**config.mk**
```make
export PLATFORM = sky130hd
export DESIGN_NAME = algoritmo_pisos
export DESIGN_NICKNAME = d
export VERILOG_FILES = /design/src/rtl/algoritmo_pkg.sv /design/src/rtl/algoritmo_pisos_temporizador_puerta.sv /design/src/rtl/algoritmo_pisos.sv
export SDC_FILE = /design/constraint.sdc
export NUM_CORES = 1
export LEC_CHECK = 0
export ABC_AREA = 1
export CORE_ASPECT_RATIO = 0.9
export CORE_MARGIN = 1
export CORE_UTILIZATION = 55
export CTS_CLUSTER_SIZE = 25
export DETAILED_ROUTE_END_ITERATION = 16
export PLACE_DENSITY = 0.79
export SYNTH_ARGS = -nofsm -noshare
export SYNTH_HDL_FRONTEND = slang
export SYNTH_HIERARCHICAL = 1
export SYNTH_SLANG_ARGS = --single-unit
```
**constraint.sdc**
```tcl
create_clock -name clk -period 3.07 [get_ports clk]
set_input_delay 0.4605 -clock clk [delete_from_list [all_inputs] [get_ports clk]]
set_output_delay 0.4605 -clock clk [all_outputs]
set_load 0.02 [all_outputs]
```
**src/rtl/algoritmo_pkg.sv**
```systemverilog
// Shared encodings for the elevator floor-scheduling controller:
// motor command codes, controller states and travel direction.
package algoritmo_pkg;

  localparam logic [1:0] PARADO = 2'b00;
  localparam logic [1:0] SUBIR  = 2'b01;
  localparam logic [1:0] BAJAR  = 2'b10;

  typedef enum logic [1:0] {
    REPOSO   = 2'd0,
    SUBIENDO = 2'd1,
    BAJANDO  = 2'd2,
    PUERTA   = 2'd3
  } estado_t;

  typedef enum logic {
    SUBE = 1'b0,
    BAJA = 1'b1
  } dir_t;

endpackage

```
**src/rtl/algoritmo_pisos_temporizador_puerta.sv**
```systemverilog
// Door dwell timer: load/reload to PUERTA_CICLOS-1, count down to zero.
module temporizador_puerta #(
  parameter int PUERTA_CICLOS = 8
) (
  input  logic clk,
  input  logic rst_n,
  input  logic i_cargar,
  input  logic i_decrementar,
  output logic o_cero
);

  localparam int TW = $clog2(PUERTA_CICLOS);

  logic [TW-1:0] r_cuenta;

  always_ff @(posedge clk or negedge rst_n) begin
    if (!rst_n) begin
      r_cuenta <= '0;
    end else if (i_cargar) begin
      r_cuenta <= TW'(PUERTA_CICLOS - 1);
    end else if (i_decrementar && (r_cuenta != '0)) begin
      r_cuenta <= r_cuenta - 1'b1;
    end
  end

  assign o_cero = (r_cuenta == '0);

endmodule

```
**src/rtl/algoritmo_pisos.sv**
```systemverilog
// Elevator scheduler: latches hall/car calls, chooses travel direction,
// stops at served floors and holds the door open for a timed dwell.
//
// state    | meaning
// REPOSO   | idle, motor stopped, door closed
// SUBIENDO | travelling up
// BAJANDO  | travelling down
// PUERTA   | stopped with door open, dwell timer running
module algoritmo_pisos
  import algoritmo_pkg::*;
#(
  parameter int N_PISOS       = 5,
  parameter int PUERTA_CICLOS = 8,
  parameter int PW            = $clog2(N_PISOS)
) (
  input  logic                   clk,
  input  logic                   rst_n,
  input  logic [N_PISOS-1:0]     llamada_sub,
  input  logic [N_PISOS-1:0]     llamada_baj,
  input  logic [N_PISOS-1:0]     cabina,
  input  logic                   cambio_piso,
  input  logic                   esperar,
  output logic [1:0]             motor,
  output logic                   puerta_abierta,
  output logic [PW-1:0]          piso_actual,
  output logic [3*N_PISOS-1:0]   pendientes
);

  estado_t               r_estado, w_estado_nxt;
  dir_t                  r_dir, w_dir_nxt;
  logic [PW-1:0]         r_piso, w_piso_nxt, w_piso_up, w_piso_dn;
  logic [N_PISOS-1:0]    r_sub, r_baj, r_cab, w_pend, w_msk;
  logic [N_PISOS-1:0]    w_clr_sub, w_clr_baj, w_clr_cab;
  logic [1:0]            r_motor;
  logic                  r_puerta, w_entra, w_aqui, w_hold, w_cero;

  function automatic logic hay_arriba(input logic [N_PISOS-1:0] p, input logic [PW-1:0] f);
    hay_arriba = 1'b0;
    for (int i = 0; i < N_PISOS; i++)
      if (i > int'(f)) hay_arriba = hay_arriba | p[i];
  endfunction

  function automatic logic hay_abajo(input logic [N_PISOS-1:0] p, input logic [PW-1:0] f);
    hay_abajo = 1'b0;
    for (int i = 0; i < N_PISOS; i++)
      if (i < int'(f)) hay_abajo = hay_abajo | p[i];
  endfunction

  assign w_pend    = r_sub | r_baj | r_cab;
  assign w_piso_up = (r_piso == PW'(N_PISOS - 1)) ? r_piso : r_piso + 1'b1;
  assign w_piso_dn = (r_piso == '0) ? r_piso : r_piso - 1'b1;
  // A press at the open-door floor keeps the door open instead of being latched.
  assign w_aqui    = llamada_sub[r_piso] | llamada_baj[r_piso] | cabina[r_piso];
  assign w_hold    = (r_estado == PUERTA) & (esperar | w_aqui);

  always_comb begin
    w_estado_nxt = r_estado;
    w_dir_nxt    = r_dir;
    w_piso_nxt   = r_piso;
    w_entra      = 1'b0;
    case (r_estado)
      REPOSO: begin
        if (w_pend[r_piso]) begin
          w_estado_nxt = PUERTA;
          w_entra      = 1'b1;
        end else if (hay_arriba(w_pend, r_piso)) begin
          w_estado_nxt = SUBIENDO;
          w_dir_nxt    = SUBE;
        end else if (hay_abajo(w_pend, r_piso)) begin
          w_estado_nxt = BAJANDO;
          w_dir_nxt    = BAJA;
        end
      end
      SUBIENDO: begin
        if (cambio_piso) begin
          w_piso_nxt = w_piso_up;
          if (r_cab[w_piso_up] || r_sub[w_piso_up] ||
              (r_baj[w_piso_up] && !hay_arriba(w_pend, w_piso_up))) begin
            w_estado_nxt = PUERTA;
            w_entra      = 1'b1;
          end else if (!hay_arriba(w_pend, w_piso_up) || (w_piso_up == PW'(N_PISOS - 1))) begin
            w_estado_nxt = REPOSO;
          end
        end
      end
      BAJANDO: begin
        if (cambio_piso) begin
          w_piso_nxt = w_piso_dn;
          if (r_cab[w_piso_dn] || r_baj[w_piso_dn] ||
              (r_sub[w_piso_dn] && !hay_abajo(w_pend, w_piso_dn))) begin
            w_estado_nxt = PUERTA;
            w_entra      = 1'b1;
          end else if (!hay_abajo(w_pend, w_piso_dn) || (w_piso_dn == '0)) begin
            w_estado_nxt = REPOSO;
          end
        end
      end
      default: begin
        if (w_cero && !w_hold) begin
          if ((r_dir == SUBE) && hay_arriba(w_pend, r_piso)) begin
            w_estado_nxt = SUBIENDO;
          end else if (hay_abajo(w_pend, r_piso)) begin
            w_estado_nxt = BAJANDO;
            w_dir_nxt    = BAJA;
          end else if (hay_arriba(w_pend, r_piso)) begin
            w_estado_nxt = SUBIENDO;
            w_dir_nxt    = SUBE;
          end else begin
            w_estado_nxt = REPOSO;
          end
        end
      end
    endcase
  end

  always_comb begin
    w_msk     = '1;
    w_clr_sub = '0;
    w_clr_baj = '0;
    w_clr_cab = '0;
    if (r_estado == PUERTA) w_msk[r_piso] = 1'b0;
    // Hall calls are only cleared when the stop actually serves that direction.
    if (w_entra) begin
      w_clr_cab[w_piso_nxt] = 1'b1;
      w_clr_sub[w_piso_nxt] = (r_estado == REPOSO) || (r_dir == SUBE) ||
                              !hay_abajo(w_pend, w_piso_nxt);
      w_clr_baj[w_piso_nxt] = (r_estado == REPOSO) || (r_dir == BAJA) ||
                              !hay_arriba(w_pend, w_piso_nxt);
    end
  end

  always_ff @(posedge clk or negedge rst_n) begin
    if (!rst_n) begin
      r_estado <= REPOSO;
      r_dir    <= SUBE;
      r_piso   <= '0;
      r_sub    <= '0;
      r_baj    <= '0;
      r_cab    <= '0;
      r_motor  <= PARADO;
      r_puerta <= 1'b0;
    end else begin
      r_estado <= w_estado_nxt;
      r_dir    <= w_dir_nxt;
      r_piso   <= w_piso_nxt;
      r_sub    <= (r_sub | (llamada_sub & w_msk)) & ~w_clr_sub;
      r_baj    <= (r_baj | (llamada_baj & w_msk)) & ~w_clr_baj;
      r_cab    <= (r_cab | (cabina & w_msk)) & ~w_clr_cab;
      case (w_estado_nxt)
        SUBIENDO: r_motor <= SUBIR;
        BAJANDO:  r_motor <= BAJAR;
        default:  r_motor <= PARADO;
      endcase
      r_puerta <= (w_estado_nxt == PUERTA);
    end
  end

  temporizador_puerta #(
    .PUERTA_CICLOS (PUERTA_CICLOS)
  ) u_temporizador (
    .clk           (clk),
    .rst_n         (rst_n),
    .i_cargar      (w_entra | w_hold),
    .i_decrementar ((r_estado == PUERTA) & ~w_hold),
    .o_cero        (w_cero)
  );

  assign motor          = r_motor;
  assign puerta_abierta = r_puerta;
  assign piso_actual    = r_piso;
  assign pendientes     = {r_cab, r_baj, r_sub};

endmodule

```
# Word level (Yosys, flattened, before mapping)
# Index checks and enable logic that the tools add are counted.
totals:
  in_bits: 19
  elab_cells: 379
  regBits: 27
  output_inout_bits: 21
classes:
  n_eq_ne: 11
  mux: 224
  reduce_logical: 35
  n_lt_le_gt_ge: 33
  addsub: 3
  bitwise_logic: 64
ops:
  columns: ["cell", "n"]
  rows:
  - ["$mux W1", 185]
  - ["$or A1 B1 Y1", 42]
  - ["$and A5 B5 Y5", 8]
  - ["$bmux W1 S3", 10]
  - ["$or A5 B5 Y5", 5]
  - ["$mux W2", 12]
  - ["$mux W5", 4]
  - ["$not A5 Y5", 4]
  - ["$gt A2 B3 Y1 const A", 6]
  - ["$lt A1 B3 Y1 const A", 6]
  - ["$lt A2 B3 Y1 const A", 6]
  - ["$mux W3", 6]
  - ["$lt A3 B4 Y1 const B", 4]
  - ["$logic_or A1 B1 Y1", 10]
  - ["$gt A1 B3 Y1 const A", 3]
  - ["$gt A3 B3 Y1 const A", 3]
  - ["$logic_not A3 Y1", 3]
  - ["$lt A3 B3 Y1 const A", 3]
  - ["$eq A2 B2 Y1 const B", 4]
  - ["$logic_and A1 B1 Y1", 7]
  - ["$logic_not A1 Y1", 7]
  - ["$demux W1 S3", 2]
  - ["$eq A3 B3 Y1 const B", 2]
  - ["$ge A3 B1 Y1 const B", 2]
  - ["other kinds (19)", 26]

# Longest topological paths before layout
# Gate-level depths: netlist (run 1).
depth:
  ltp_word: 75
  ltp_mapped: 21
  ltp_nobuf: 20

# Hierarchy
# Netlist (run 1), hierarchy kept.
by_module_without_submodules:
  columns: ["mod", "area_per_inst_um2", "cells_per_inst", "seq_area_each_um2", "n_inst"]
  rows:
  - ["algoritmo_pisos", 2337.2, 394, 600.6, 1]
  - ["temporizador_puerta", 173.9, 22, 75.1, 1]

# Worst setup path before layout (run 1)
# No wires, ideal clock.
synth_path:
  path_kind: "flip-flop to flip-flop"
  start: "reg r_piso[1], in the netlist piso_actual[1]"
  end: "reg u_temporizador.r_cuenta[0]"
  slack_ns: 0.502
  period_less_slack_ns: 2.568
  t_required_ns: 2.946
  path_buffers: 2
  setup_time_ns: 0.124
  stages_incl_launch_ff: 18
  arrival_time_ns: 2.444
  path_cell_list: "dfrtp_1 -> inv_1 -> ha_1 -> clkbuf_1 -> inv_1 -> o31ai_1 -> nor2_1 -> nor3_1 -> nand2_1 -> nand2_1 -> nand2_1 -> nand3_2 -> nand2_2 -> nand2_2 -> buf_6 -> nand2_1 -> inv_1 -> nand3_1"
synth_via:
  elab_chain_len: 30
  elab_cells_between_ends: 93
  classes_between: "2 x add/sub; 9 x order compare; 1 x eq/ne; 56 x mux; 14 x bitwise; 11 x reduce/logical"
synth_rtl:
  columns: ["element", "line", "text"]
  rows:
  - ["from (decl)", "algoritmo_pisos.sv:31", "logic [PW-1:0] r_piso, w_piso_nxt, w_piso_up, w_piso_dn;"]
  - ["from (signal assigned)", "algoritmo_pisos.sv:145", "r_piso <= w_piso_nxt;"]
  - ["$sub A3 B1 Y3 or $logic_not A3 Y1 (tied branches)", "algoritmo_pisos.sv:51", "assign w_piso_dn = (r_piso == '0) ? r_piso : r_piso - 1'b1;"]
  - ["$mux W3", "algoritmo_pisos.sv:51", null]
  - ["$lt A1 B3 Y1", "algoritmo_pisos.sv:46", "if (i < int'(f)) hay_abajo = hay_abajo | p[i];"]
  - ["$mux W1", "algoritmo_pisos.sv:46", null]
  - ["$mux W1", "algoritmo_pisos.sv:87", "if (cambio_piso) begin"]
  - ["$mux W1", "algoritmo_pisos.sv:61", "case (r_estado)"]
  - ["$or A1 B1 Y1", "algoritmo_pisos.sv:46", null]
  - ["$mux W1", "algoritmo_pisos.sv:46", null]
  - ["(+14 left out)", null, null]
  - ["$logic_not A1 Y1", "algoritmo_pisos.sv:90", "(r_sub[w_piso_dn] && !hay_abajo(w_pend, w_piso_dn))) begin"]
  - ["$logic_and A1 B1 Y1", "algoritmo_pisos.sv:90", null]
  - ["$logic_or A1 B1 Y1", "algoritmo_pisos.sv:89", "if (r_cab[w_piso_dn] || r_baj[w_piso_dn] ||"]
  - ["$mux W1", "algoritmo_pisos.sv:89", null]
  - ["$mux W1", "algoritmo_pisos.sv:87", null]
  - ["$pmux W1 S3", "algoritmo_pisos.sv:61", null]
  - ["$or A1 B1 Y1", "algoritmo_pisos.sv:163", ".i_cargar (w_entra | w_hold),"]
  - ["$mux W3 or $reduce_bool A2 Y1 (tied branches)", null, null]
  - ["to (signal assigned)", "algoritmo_pisos_temporizador_puerta.sv:20", "r_cuenta <= TW'(PUERTA_CICLOS - 1);"]
  - ["to (signal assigned)", "algoritmo_pisos_temporizador_puerta.sv:22", "r_cuenta <= r_cuenta - 1'b1;"]
  - ["to (decl)", "algoritmo_pisos_temporizador_puerta.sv:14", "logic [TW-1:0] r_cuenta;"]
# Several ways; a longest one is shown, not always the timed one. The select of a mux whose other input is x is not followed.
# A chain may end at the register's enable or synchronous reset.

# Final worst setup path (run 1)
layout_path:
  start: "reg r_piso[0], in the netlist piso_actual[0]"
  end: "reg u_temporizador.r_cuenta[0]"
# The elaborated chain is that of the path after synthesis.

==> run_results.csv, run 1 <==
group,metric,value,unit
timing,finalCritPeriodShare,0.886,
cts,cts_sinks,27,
drt,initialDrtViolationCount,234,
yosys,synth-async-reset-ratio,1.00,
cts,htreeDepth,1,
timing,finalMaxSlewViolations,0,
finish,drive_gt1_frac,0.0655,
grt,track_usage,0.346,
drt,drc,0,
placed_design,dp_cells,514,
drt,routed_wirelength,7730,microns
placed_design,io_buffers,39,
grt,grt_max_degree,28,
drt,routedWlPerCell,14.9,microns
timing,period_needed,2.72,ns
yosys,ys_seq_elements,27,
yosys,ys_types,31,
finish,design_area,0.00302,sq mm
grt,overflow,0,
cts,clkSlewWorstSetupHoldPaths,0.11,ns
timing,finalWorstSetupSlack,0.350,ns
yosys,ys.flop_type,"dfrtp_1",
yosys,synth_compound_area_frac,0.141,
timing,timing_hold_violations_final,0,
yosys,synth_mux_area_frac,0,
drt,ant_nets,0,
timing,setup_viol,0,
yosys,synthXorXnorAreaFrac,0,
finish,final_common_cell,"nand2_1",
die,start_util,0.592,
die,rows,22,
drt,met2_length,3480,microns
finish,layout.nets,489,
outcome,status,"finished, final reports clean",
yosys,synth_nets,446,
finish,final_cell_mix,"122 x nand2_1, 67 x inv_1, 48 x nor2_1",
yosys,synth-edff-count,0,
setup_path,worstSetupEndpointType,"flip-flop",
die,die_x,73.2,microns
grt,first_global_vias,2635,
timing,rsz0062_at_grt,"no",
drt,wl_met3,725,microns
drt,wl_met1,3310,microns
yosys,synth-simple-area-share,0.407,
cts,holdBufCountCts,0,
cts,cts_tree,"built",
cts,cts_setup_buffers,0,
die,core,0.00424,sq mm
cts,clk_latency,0.30,ns
die,io_pins,40,
timing,fin_skew,0.00536,ns
placed_design,place_area,0.00297,sq mm
grt,antenna_found_initial,0,
placed_design,place_congestion,1.02,
drt,topRoutingLayerUsed,"met4",
cts,numCtsBuffers,3,
timing,tightest_slew,0.592,ns
cts,clockBufferDepth,2,
drt,drt_pass1_iterations,5,
finish,n_antenna_cell,0,
timing,maxSlewHeadroom,0.602,
power,ir_drop,0.510,mV
finish,finish.utilization,0.712,
placed_design,dp_hpwl,5940,microns
grt,grt_pass1_wl,12600,microns
finish,area_growth,20.2,%
worst_hold_path,hold_class,"flip-flop to flip-flop",
yosys,synth.avg_cell_area,6.04,sq um
timing,final.setup.tns,0,ns
setup_path,crit_required,3.26,ns
yosys,synth_top_family_by_area,"simple AND/OR/NAND/NOR gates",
drt,dr_total_vias,2914,
placed_design,place_ws,0.394,ns
setup_path,worst-setup-path-type,"flip-flop to flip-flop",
yosys,netlist_area,0.00251,sq mm
setup_path,crit_fanout,13,
yosys,synth_warnings,6,
cts,root_buffer,"clkbuf_8",
setup_path,cp.arrival,2.91,ns
die,die_h,66.1,microns
power,leakage,1.54,nW
power,finalPower,3.54,mW
die,fp.dieArea,0.00484,sq mm
timing,timing.hold.ws,0.508,ns
setup_path,worstSetupStartpointType,"flip-flop",
yosys,synthAdderAreaFrac,0.0548,
yosys,synthesis.instances,416,
yosys,ys_seq_area_frac,0.269,
run,max_cap_viol_count,0,
power,p_per_area,1170,mW/mm^2
finish,layout.cells.non_filler,518,
drt,via_per_inst,5.63,
timing,fmax,0.368,GHz
cts,cts_resized,0,
logic make-up (layout without fill, tap and decap cells):
logic type / count (synthesis) / count (layout)
buffers and inverters: 80 / 122
adders and majority gates: 11 / 11
DFF: 27 / 27
and+or+nand+nor: 238 / 238
AOI/OAI and AO/OA: 60 / 60
final cells by class:
class	instances	area [sq um]
well taps	60	75.1
multi-input cells	309	1510
fillers	415	1220
flip-flops and latches	27	676
clock inverters	1	8.76
inverters	75	284
clock buffers	3	41.3
repair buffers	43	420
flip-flops by register name (all words and copies together) (netlist names):
| signal | cells |
|---|---|
| piso_actual | 3 |
| r_sub | 5 |
| r_cab | 5 |
| motor | 2 |
| puerta_abierta | 1 |
| r_estado | 2 |
| u_temporizador/r_cuenta | 3 |
| r_dir | 1 |
| r_baj | 5 |
worst max-delay path, cell delays in order (launching register included):
cell	delay, ns
dfrtp_1	0.40
inv_2	0.19
ha_1	0.33
nand2_2	0.15
clkinv_1	0.08
nand2_1	0.05
nand2_2	0.13
a21oi_1	0.07
nor3_1	0.20
nand2_1	0.11
nand2_1	0.10
nand2_1	0.07
nand3_2	0.10
nand2_2	0.10
nand2_2	0.24
nand2_1	0.08
inv_1	0.10
nand3_1	0.10
worst paths after layout:
path                                       startpoint                          to  slack [ns]  depth (start not counted)
max in group asynchronous                       rst_n                    motor[1]        2.27                          2
hold / removal             u_temporizador/r_cuenta[2]  u_temporizador/r_cuenta[2]        0.51                          2
hold reg to reg            u_temporizador/r_cuenta[2]  u_temporizador/r_cuenta[2]        0.51                          2
setup / recovery                       piso_actual[0]  u_temporizador/r_cuenta[0]        0.35                         17
min in group asynchronous                       rst_n                    r_cab[1]        0.52                          2
setup reg to reg                       piso_actual[0]  u_temporizador/r_cuenta[0]        0.35                         17
synth_stat cells (2+ instances only):
cell type,instances,area (sq um)
nand4_1,4,25.0
nor3_1,10,50.1
inv_2,4,15.0
o21ai_1,14,70.1
nand3_1,39,195
a21oi_2,2,17.5
nand3_2,3,30.0
clkinv_1,3,11.3
o211ai_1,4,30.0
buf_6,2,22.5
dfrtp_1,27,676
ha_1,11,138
o21ai_0,13,65.1
o21bai_1,6,45.0
nor2_1,48,180
inv_1,67,251
nand2_2,7,43.8
o31ai_1,3,22.5
a21oi_1,16,80.1
nand2_1,122,458
metal layers:
layer	global-route usage	up-vias
li1	-	1396
met1	0.471	1320
met2	0.545	175
met3	0.0610	23
met4	0.135	0
met5	0	-
report_power, final:
part	switching (mW)	internal (mW)	leakage, nW
logic	1.80	0.884	1.23
registers	0.141	0.480	0.278
clock network	0.140	0.0963	0.0261
total	2.08	1.46	1.54
(Power assumes the default switching activity.)
==> inputs of run 2 (changes only) <==
CAP_MARGIN = 30   (was not set)
CORE_UTILIZATION = 49   (was 55)
PLACE_DENSITY = 0.74   (was 0.79)
clock period = 2.5 ns   (was 3.07 ns; I/O delays follow)
==> run_results.csv, run 2 (same netlist as run 1, synthesis figures left out) <==
group,metric,value,unit
setup_path,worst-setup-path-type,"flip-flop to flip-flop",
die,io_pins,40,
die,core,0.00489,sq mm
power,leakage,1.68,nW
finish,drive_gt1_frac,0.151,
cts,numCtsBuffers,3,
timing,tightest_slew,0.423,ns
finish,area_growth,31.7,%
setup_path,worst_path_most_repeated_cell,"nand2_1",
setup_path,cp-endpoint,"r_sub[2]",
finish,reg_top3,"r_baj x5, r_cab x5, r_sub x5",
placed_design,io_buffers,39,
setup_path,r2r_end,"r_sub[2]",
timing,finalCritPeriodShare,0.936,
setup_path,rrSetupSlack,0.16,ns
placed_design,dp_hpwl,6210,microns
grt,grt_pass1_wl,12900,microns
power,ir_drop,0.662,mV
timing,maxSlewHeadroom,0.717,
die,die_x,77.5,microns
setup_path,crit_start,"piso_actual[0]",
finish,final_common_cell,"nand2_1",
timing,finalMaxSlewViolations,0,
setup_path,path_buf_inv,4,
outcome,status,"finished, final reports clean",
cts,root_buffer,"clkbuf_8",
timing,finalWorstSetupSlack,0.159,ns
drt,routedWlPerCell,14.0,microns
cts,clkSlewWorstSetupHoldPaths,0.10,ns
drt,dr_total_vias,2855,
timing,fmax,0.427,GHz
drt,initialDrtViolationCount,201,
worst_hold_path,hold_class,"primary input to asynchronous set/reset pin",
finish,layout.cells.non_filler,549,
timing,setup_viol,0,
timing,rsz0062_at_grt,"yes",
setup_path,crit_required,2.67,ns
grt,first_global_vias,2696,
setup_path,worstSetupEndpointType,"flip-flop",
setup_path,crit_cells,13,
die,start_util,0.513,
drt,ant_nets,0,
finish,layout.nets,515,
die,rows,24,
finish,final_cell_mix,"122 x nand2_1, 66 x inv_1, 46 x nor2_1",
setup_path,reg2reg_from,"piso_actual[0]",
cts,clk_latency,0.28,ns
placed_design,dp_cells,544,
power,p_per_area,1450,mW/mm^2
setup_path,cp_cell_sequence,"buf_4 > ha_1 > nand2_1 > nand3_2 > nand2_1 > o21ai_1 > a21oi_4 > inv_1 > nor3_1 > buf_4 > nand2_1 > o21ai_2 > inv_1",
grt,grt_max_degree,28,
setup_path,worstSetupStartpointType,"flip-flop",
cts,holdBufCountCts,0,
setup_path,cp_top_family,"simple AND/OR/NAND/NOR gates",
cts,cts_tree,"built",
placed_design,place_congestion,0.970,
setup_path,cp.arrival,2.52,ns
setup_path,cp_slowest_cell,"dfrtp_2",
die,die_h,69.9,microns
die,fp.dieArea,0.00542,sq mm
timing,period_needed,2.34,ns
placed_design,place_ws,-0.00640,ns
drt,routed_wirelength,7690,microns
timing,fin_skew,0.0118,ns
grt,antenna_found_initial,0,
timing,timing_hold_violations_final,0,
finish,n_antenna_cell,0,
cts,htreeDepth,1,
cts,cts_sinks,27,
setup_path,cp_slowest_stage_delay,0.44,ns
drt,via_per_inst,5.20,
cts,clockBufferDepth,2,
setup_path,crit_fanout,15,
run,max_cap_viol_count,0,
drt,drt_pass1_iterations,5,
grt,track_usage,0.302,
setup_path,r2r_cells,13,
grt,overflow,0,
drt,drc,0,
==> run 2: worst min-delay path by stage <==
stage / to / slack [ns]
2_1_floorplan: motor[0] / 0.08
5_1_grt: motor[0] / 0.49
4_1_cts: motor[0] / 0.46
6_report: motor[0] / 0.45
3_5_place_dp: u_temporizador/r_cuenta[1] / 0.48
3_3_place_gp: u_temporizador/r_cuenta[0] / 0.46
==> run 2: area by class of cell <==
type | instances | area, sq um
inverters | 75 | 287
clock inverters | 1 | 7.51
multi-input cells | 309 | 1600
fillers | 457 | 1590
clock buffers | 3 | 41.3
repair buffers | 69 | 616
well taps | 65 | 81.3
flip-flops and latches | 27 | 679
==> run 2: repair_timing <==
item                       in CTS  in global routing
setup endpoints to repair       3                 23
buffers inserted                0                  1
pin swaps                       0                  2
gates resized for setup         1                 20
==> run 2: report_power, final <==
part           internal (mW)  switching [mW]  total, mW
Combinational           1.43            2.33       3.76
Clock                  0.114           0.145      0.259
Sequential             0.593           0.172      0.765
Total                   2.14            2.65       4.79
==> run 2: worst reg2reg max path, cell delays in order (launching register included) <==
cell and delay [ns]:
dfrtp_2 0.44, buf_4 0.20, ha_1 0.23, nand2_1 0.08, nand3_2 0.13, nand2_1 0.09, o21ai_1 0.10, a21oi_4 0.25
inv_1 0.15, nor3_1 0.20, buf_4 0.16, nand2_1 0.07, o21ai_2 0.11, inv_1 0.05
==> run 2: per-layer routing <==
metal | track usage | up-vias | wire length (microns)
met4 | 0.0922 | 0 | 136
met5 | 0 | - | 0
met3 | 0.0392 | 11 | 480
met1 | 0.447 | 1287 | 3690
li1 | - | 1455 | -
met2 | 0.456 | 102 | 3380
==> run 2: through the flow <==
stage                util  TNS [ns]  power, mW  hold slack, ns  cell area (sq um)
floorplan               -         0       3.11          0.0794               2510
global placement    0.646   -0.0982       4.25           0.465               3160
detailed placement  0.646   -0.0111       4.29           0.475               3160
CTS                 0.657         0       4.57           0.458               3220
global route        0.676    -0.129       5.25           0.494               3310
finish              0.676         0       4.79           0.448               3310
